## src/rtl/seq_multiplier.sv

```systemverilog
// Sequential shift-add multiplier for the EX stage: one partial product per cycle,
// fixed WIDTH-cycle latency, stall via busy_o and a one-cycle done_o pulse.
module seq_multiplier #(
  parameter int          WIDTH    = 32,
  parameter logic [3:0]  MUL_CODE = 4'b1111
) (
  input  logic             clk_i,
  input  logic             rst_i,
  input  logic             valid_i,
  input  logic [3:0]       ALUCtrl_i,
  input  logic [WIDTH-1:0] src1_i,
  input  logic [WIDTH-1:0] src2_i,
  input  logic             flush_i,
  output logic [WIDTH-1:0] result_o,
  output logic             done_o,
  output logic             busy_o
);

  localparam int CW = $clog2(WIDTH + 1);

  typedef enum logic [1:0] {IDLE, RUN, DONE} state_t;

  state_t           state, state_nxt;
  logic [CW-1:0]    cnt;
  logic [WIDTH-1:0] acc, mcand, mplier, acc_step;
  logic             start, last;

  // rst_i gates start so busy_o is held low for the whole reset window
  always_comb begin
    start    = rst_i & valid_i & (ALUCtrl_i == MUL_CODE) & ~flush_i &
               ((state == IDLE) | (state == DONE));
    acc_step = mplier[0] ? acc + mcand : acc;
    last     = (cnt == CW'(1));
  end

  always_comb begin
    state_nxt = state;
    done_o    = 1'b0;
    busy_o    = start;
    case (state)
      IDLE: if (start) state_nxt = RUN;
      RUN: begin
        busy_o = 1'b1;
        if (flush_i)   state_nxt = IDLE;
        else if (last) state_nxt = DONE;
      end
      DONE: begin
        done_o    = 1'b1;
        state_nxt = start ? RUN : IDLE;
      end
      default: state_nxt = IDLE;
    endcase
  end

  always_ff @(posedge clk_i or negedge rst_i) begin
    if (!rst_i) begin
      state    <= IDLE;
      cnt      <= '0;
      acc      <= '0;
      mcand    <= '0;
      mplier   <= '0;
      result_o <= '0;
    end else begin
      state <= state_nxt;
      if (start) begin
        mcand  <= src1_i;
        mplier <= src2_i;
        acc    <= '0;
        cnt    <= CW'(WIDTH);
      end else if (state == RUN && !flush_i) begin
        acc    <= acc_step;
        mcand  <= mcand << 1;
        mplier <= mplier >> 1;
        cnt    <= cnt - CW'(1);
        // final step's partial sum goes straight into the result on DONE entry
        if (last) result_o <= acc_step;
      end
    end
  end

endmodule

```

## config.mk

```make
export PLATFORM = sky130hd
export DESIGN_NAME = seq_multiplier
export DESIGN_NICKNAME = d
export VERILOG_FILES = /design/src/rtl/seq_multiplier.sv
export SDC_FILE = /design/constraint.sdc
export NUM_CORES = 1
export LEC_CHECK = 0
export ABC_CLOCK_PERIOD_IN_PS = 3400
export CAP_MARGIN = 20
export CORE_ASPECT_RATIO = 1.75
export CORE_MARGIN = 5
export CORE_UTILIZATION = 35
export CTS_BUF_LIST = sky130_fd_sc_hd__clkbuf_4
export DETAILED_ROUTE_END_ITERATION = 7
export PLACE_DENSITY = 0.65
export SLEW_MARGIN = 20
export SYNTH_ARGS = -nofsm -noshare
export SYNTH_HDL_FRONTEND = slang
export SYNTH_SLANG_ARGS = --single-unit
```

## constraint.sdc

```tcl
create_clock -name clk_i -period 3.4 [get_ports clk_i]
set_clock_uncertainty 0.05 [all_clocks]
set_input_delay 0.34 -clock clk_i [delete_from_list [all_inputs] [get_ports clk_i]]
set_output_delay 0.34 -clock clk_i [all_outputs]
set_load 0.05 [all_outputs]
```

==> results of run 1 <==
state kept, by name, summed over array words and instances, names as in the netlist:
register,flops
mplier,32
result_o,32
acc,32
cnt,6
mcand,32
state,2
worst max-delay path: stages (launching register included):
cell and delay, ps:
sky130_fd_sc_hd__dfrtp_1 410, sky130_fd_sc_hd__ha_1 230, sky130_fd_sc_hd__fa_1 420, sky130_fd_sc_hd__a21o_2 230, sky130_fd_sc_hd__a311oi_2 290, sky130_fd_sc_hd__o21ai_2 150, sky130_fd_sc_hd__o211ai_2 200, sky130_fd_sc_hd__a21oi_1 120
sky130_fd_sc_hd__or2_1 260, sky130_fd_sc_hd__o31a_1 320, sky130_fd_sc_hd__xnor2_1 160, sky130_fd_sc_hd__o21ai_1 70
final cells by class:
class,count,area [sq um],area share
multi-input cells,598,3735,0.4147
flip-flops and latches,136,3405,0.3780
repair buffers,119,1195,0.1327
well taps,252,315.3,0.03501
clock inverters,14,196.4,0.02181
clock buffers,18,135.1,0.01500
inverters,6,22.52,0.002501
diodes,1,2.502,0.0002779
cell usage after synthesis (6+ instances only):
cell                       instances  area (sq um)
sky130_fd_sc_hd__xnor2_1          21         183.9
sky130_fd_sc_hd__clkbuf_1         31         116.4
sky130_fd_sc_hd__inv_1             6         22.52
sky130_fd_sc_hd__nor3b_1           9         67.56
sky130_fd_sc_hd__a21o_1           13         97.59
sky130_fd_sc_hd__a22o_1           18         157.7
sky130_fd_sc_hd__a22oi_1          62         465.5
sky130_fd_sc_hd__mux2i_1          25         250.2
sky130_fd_sc_hd__nor3_1            6         30.03
sky130_fd_sc_hd__xor2_1           12         105.1
sky130_fd_sc_hd__a21oi_1          34         170.2
sky130_fd_sc_hd__nand3_1          14         70.07
sky130_fd_sc_hd__a31oi_1           7         43.79
sky130_fd_sc_hd__nor2_1           24         90.09
sky130_fd_sc_hd__dfrtp_1         136          3403
sky130_fd_sc_hd__ha_1             33         412.9
sky130_fd_sc_hd__o21ai_1          11         55.05
sky130_fd_sc_hd__o21ai_0          41         205.2
sky130_fd_sc_hd__nand2_1         202         758.2
how the worst max path moves through the flow:
stage / from / end / cells past startpoint
detailed placement: acc[0] / acc[30] / 11
global placement: acc[0] / acc[30] / 11
global route: acc[0] / acc[30] / 11
finish: acc[0] / acc[30] / 11
floorplan: acc[0] / acc[30] / 11
CTS: acc[0] / acc[30] / 11
repair_timing:
action / 4_1_cts / 5_1_grt
buffers inserted: 0 / 0
endpoints found under the setup margin: 0 / 0
hold endpoints to repair: 40 / 0
hold buffers: 1 / 0
kinds of logic (layout without fill, tap and decap cells):
family | after synthesis | in the layout | synth area share
other cells | 0 | 1 | 0
compound gates | 220 | 220 | 0.2045
mux | 25 | 25 | 0.03380
fa+ha+maj | 34 | 34 | 0.05848
simple gates | 286 | 286 | 0.1655
flops | 136 | 136 | 0.4597
buf+inv | 53 | 157 | 0.03904
xor+xnor | 33 | 33 | 0.03904
through the flow:
step                hold WS [ps]  instance area [sq um]  power, uW  instances  setup slack (ps)
finish                     267.5                   9006       3935       1144             392.2
global route               205.2                   9006       4171       1144             225.1
CTS                        198.5                   9004       3996       1143             382.1
detailed placement         414.5                   8662       2744       1110             379.4
global placement           408.6                   8662       2727       1110             443.2
floorplan                 -5.591                   7403       2488        787             642.2
routing by layer:
metal  routed length (um)  vias up
li1                     -     2989
met1                 7502     2950
met2                10590      120
met3                  813       27
met4                  417        0
met5                    0        -
power by group:
group / switching [uW] / leakage, uW / internal (uW)
registers: 169 / 0.00184 / 1790
clock network: 627 / 0.000169 / 597
logic: 414 / 0.00232 / 338
total: 1210 / 0.00433 / 2730
==> reports/qor.log, run 1 <==
[clocking] clock buffer count from CTS 17
[grt] total gr overflow 0
[final_layout] Fillers 2032
[routing] total via count after detailed routing 6086
[floorplan] Rows 70
[clocking] post-cts resize count 0
[run_status] status finished, final reports clean
[sta] total count of hold-check failures in the final report 0
[power] static leakage 0.004331 uW
[setup_path] crit-path max FO 5
[clocking] insertion delay to the later sink of the worst-skew pair 560 ps
[final_layout] layout overhead on the synthesized area 21.65%
[power] worst ir drop on vdd 0.0002822 V
[final_layout] fraction of layout cells with a size suffix above 1 0.07520
[setup_path] startpoint of the worst-slack reg-to-reg timing path acc[0]
[synthesis] post-synthesis sequential element count 136
[worst_hold_path] depth of the worst hold-timing path 3
[final_layout] most common cell after layout, fill and taps aside sky130_fd_sc_hd__nand2_1
[sta] highest achievable clock rate 332.5 MHz
[setup_path] WP data required 3800 ps
[synthesis] asr flop ratio synth 1.000
[worst_hold_path] Hold Path Class input port to register
[floorplan] starting utilization of the core area 0.3552
[clocking] TritonCTS clock tree built
[setup_path] path depth of the worst reg2reg path 11
[place] last weighted congestion value of the routability-driven placer 0.9195
[routing] antenna violation net count after detailed routing 0
[grt] maximum number of pins on one net before global-route repair 68
[final_layout] # nets final 984
[synthesis] syn avg cell area 9.407 sq um
[routing] number of design rule violations left after detail routing 0
[sta] setup repair after global routing missed its margin no
[routing] via density per instance 5.320
[place] post-detail-place hpwl 14320 um
[floorplan] die width 119.9 um
[clocking] deepest clock path buffer count 2
[sta] post-layout min period 3008 ps
[grt] initial antenna violation count 1
[final_layout] Final Core Density 0.4321
[setup_path] data arrival time of the critical path 3400 ps
[clocking] CTS H-tree depth 4
[sta] count of pins over their slew limit 0
[floorplan] die height 202.4 um
[synthesis] Mapped Nets 893
[clocking] clock sinks 136
[worst_hold_path] destination of the worst hold path mplier[31]
[setup_path] worst setup path category register to register
[worst_hold_path] start point of the worst hold path src2_i[31]
[grt] via count of the first global-routing pass 6226
[routing] violation count after the first detailed-route iteration 270
[synthesis] main flop type after synthesis sky130_fd_sc_hd__dfrtp_1
[setup_path] crit end category register
[synthesis] Post-Synthesis Cell Area 0.007403 sq mm
[clocking] root buffer cell sky130_fd_sc_hd__clkbuf_4
[floorplan] number of top-level pins 106
[power] power density normalized to cell area 437.0 mW/mm^2
[synthesis] sequential fraction of the synthesis area 0.4597
[grt] GR met3 Demand/Resource 0.03807
[job] number of max-capacitance violations reported 0
[synthesis] EDFF count, synth 0
[routing] total iterations of the first detailed-routing run 5
[synthesis] post-synthesis cell count 787
[synthesis] Yosys cell types 62
[sta] transition time at the pin with the least slew margin 706.6 ps
[grt] Total Routing Usage GR 0.1633
[grt] met2 layer usage reported by global route 0.3058
[setup_path] FF-to-FF End acc[30]
[setup_path] slack of the worst reg-to-reg path 390 ps
[routing] average wire per standard cell 16.89 um
[final_layout] top library cells by usage in the layout, fill and taps aside 201 x sky130_fd_sc_hd__nand2_1, 135 x sky130_fd_sc_hd__dfrtp_1, 103 x sky130_fd_sc_hd__clkdlybuf4s50_1, 62 x sky130_fd_sc_hd__a22oi_1, 41 x sky130_fd_sc_hd__o21ai_0
[sta] number of endpoints failing setup at the final stage 0
[grt] most heavily used metal layer in global routing met2
[floorplan] die area 0.02428 sq mm
[grt] routing usage on met1 0.1739
[sta] final worst path period share 0.8847
[sta] worst slew margin relative to its limit 0.5289
[place] Port Buffers 105
[clocking] clock-pin transition on the worst setup and hold timing paths 120 ps
[floorplan] Core ar. 0.02085 sq mm
[setup_path] sort of element at the start of the critical path register
[routing] Total Routed Length 19330 um
[synthesis] Synth Warn # 0
[grt] wire length of the first global-routing pass 31710 um
[sta] total negative slack for setup checks 0 ps
No activity file was read; power rests on OpenSTA's default activity.
==> inputs of run 2 (changes only) <==
--- a/config.mk
+++ b/config.mk
@@ -13,7 +13,7 @@
 export CTS_BUF_LIST = sky130_fd_sc_hd__clkbuf_4
 export DETAILED_ROUTE_END_ITERATION = 7
 export PLACE_DENSITY = 0.65
-export SLEW_MARGIN = 20
+export SLEW_MARGIN = 0
 export SYNTH_ARGS = -nofsm -noshare
 export SYNTH_HDL_FRONTEND = slang
 export SYNTH_SLANG_ARGS = --single-unit
==> results of run 2 <==
The final DEF is identical to that of run 1; final timing and power are the same.
==> inputs of run 3 (changes only) <==
--- a/config.mk
+++ b/config.mk
@@ -6,7 +6,7 @@
 export NUM_CORES = 1
 export LEC_CHECK = 0
 export ABC_CLOCK_PERIOD_IN_PS = 3400
-export CAP_MARGIN = 20
+export CAP_MARGIN = 40
 export CORE_ASPECT_RATIO = 1.75
 export CORE_MARGIN = 5
 export CORE_UTILIZATION = 35
==> results of run 3 <==
The final DEF is identical to that of run 1; final timing and power are the same.
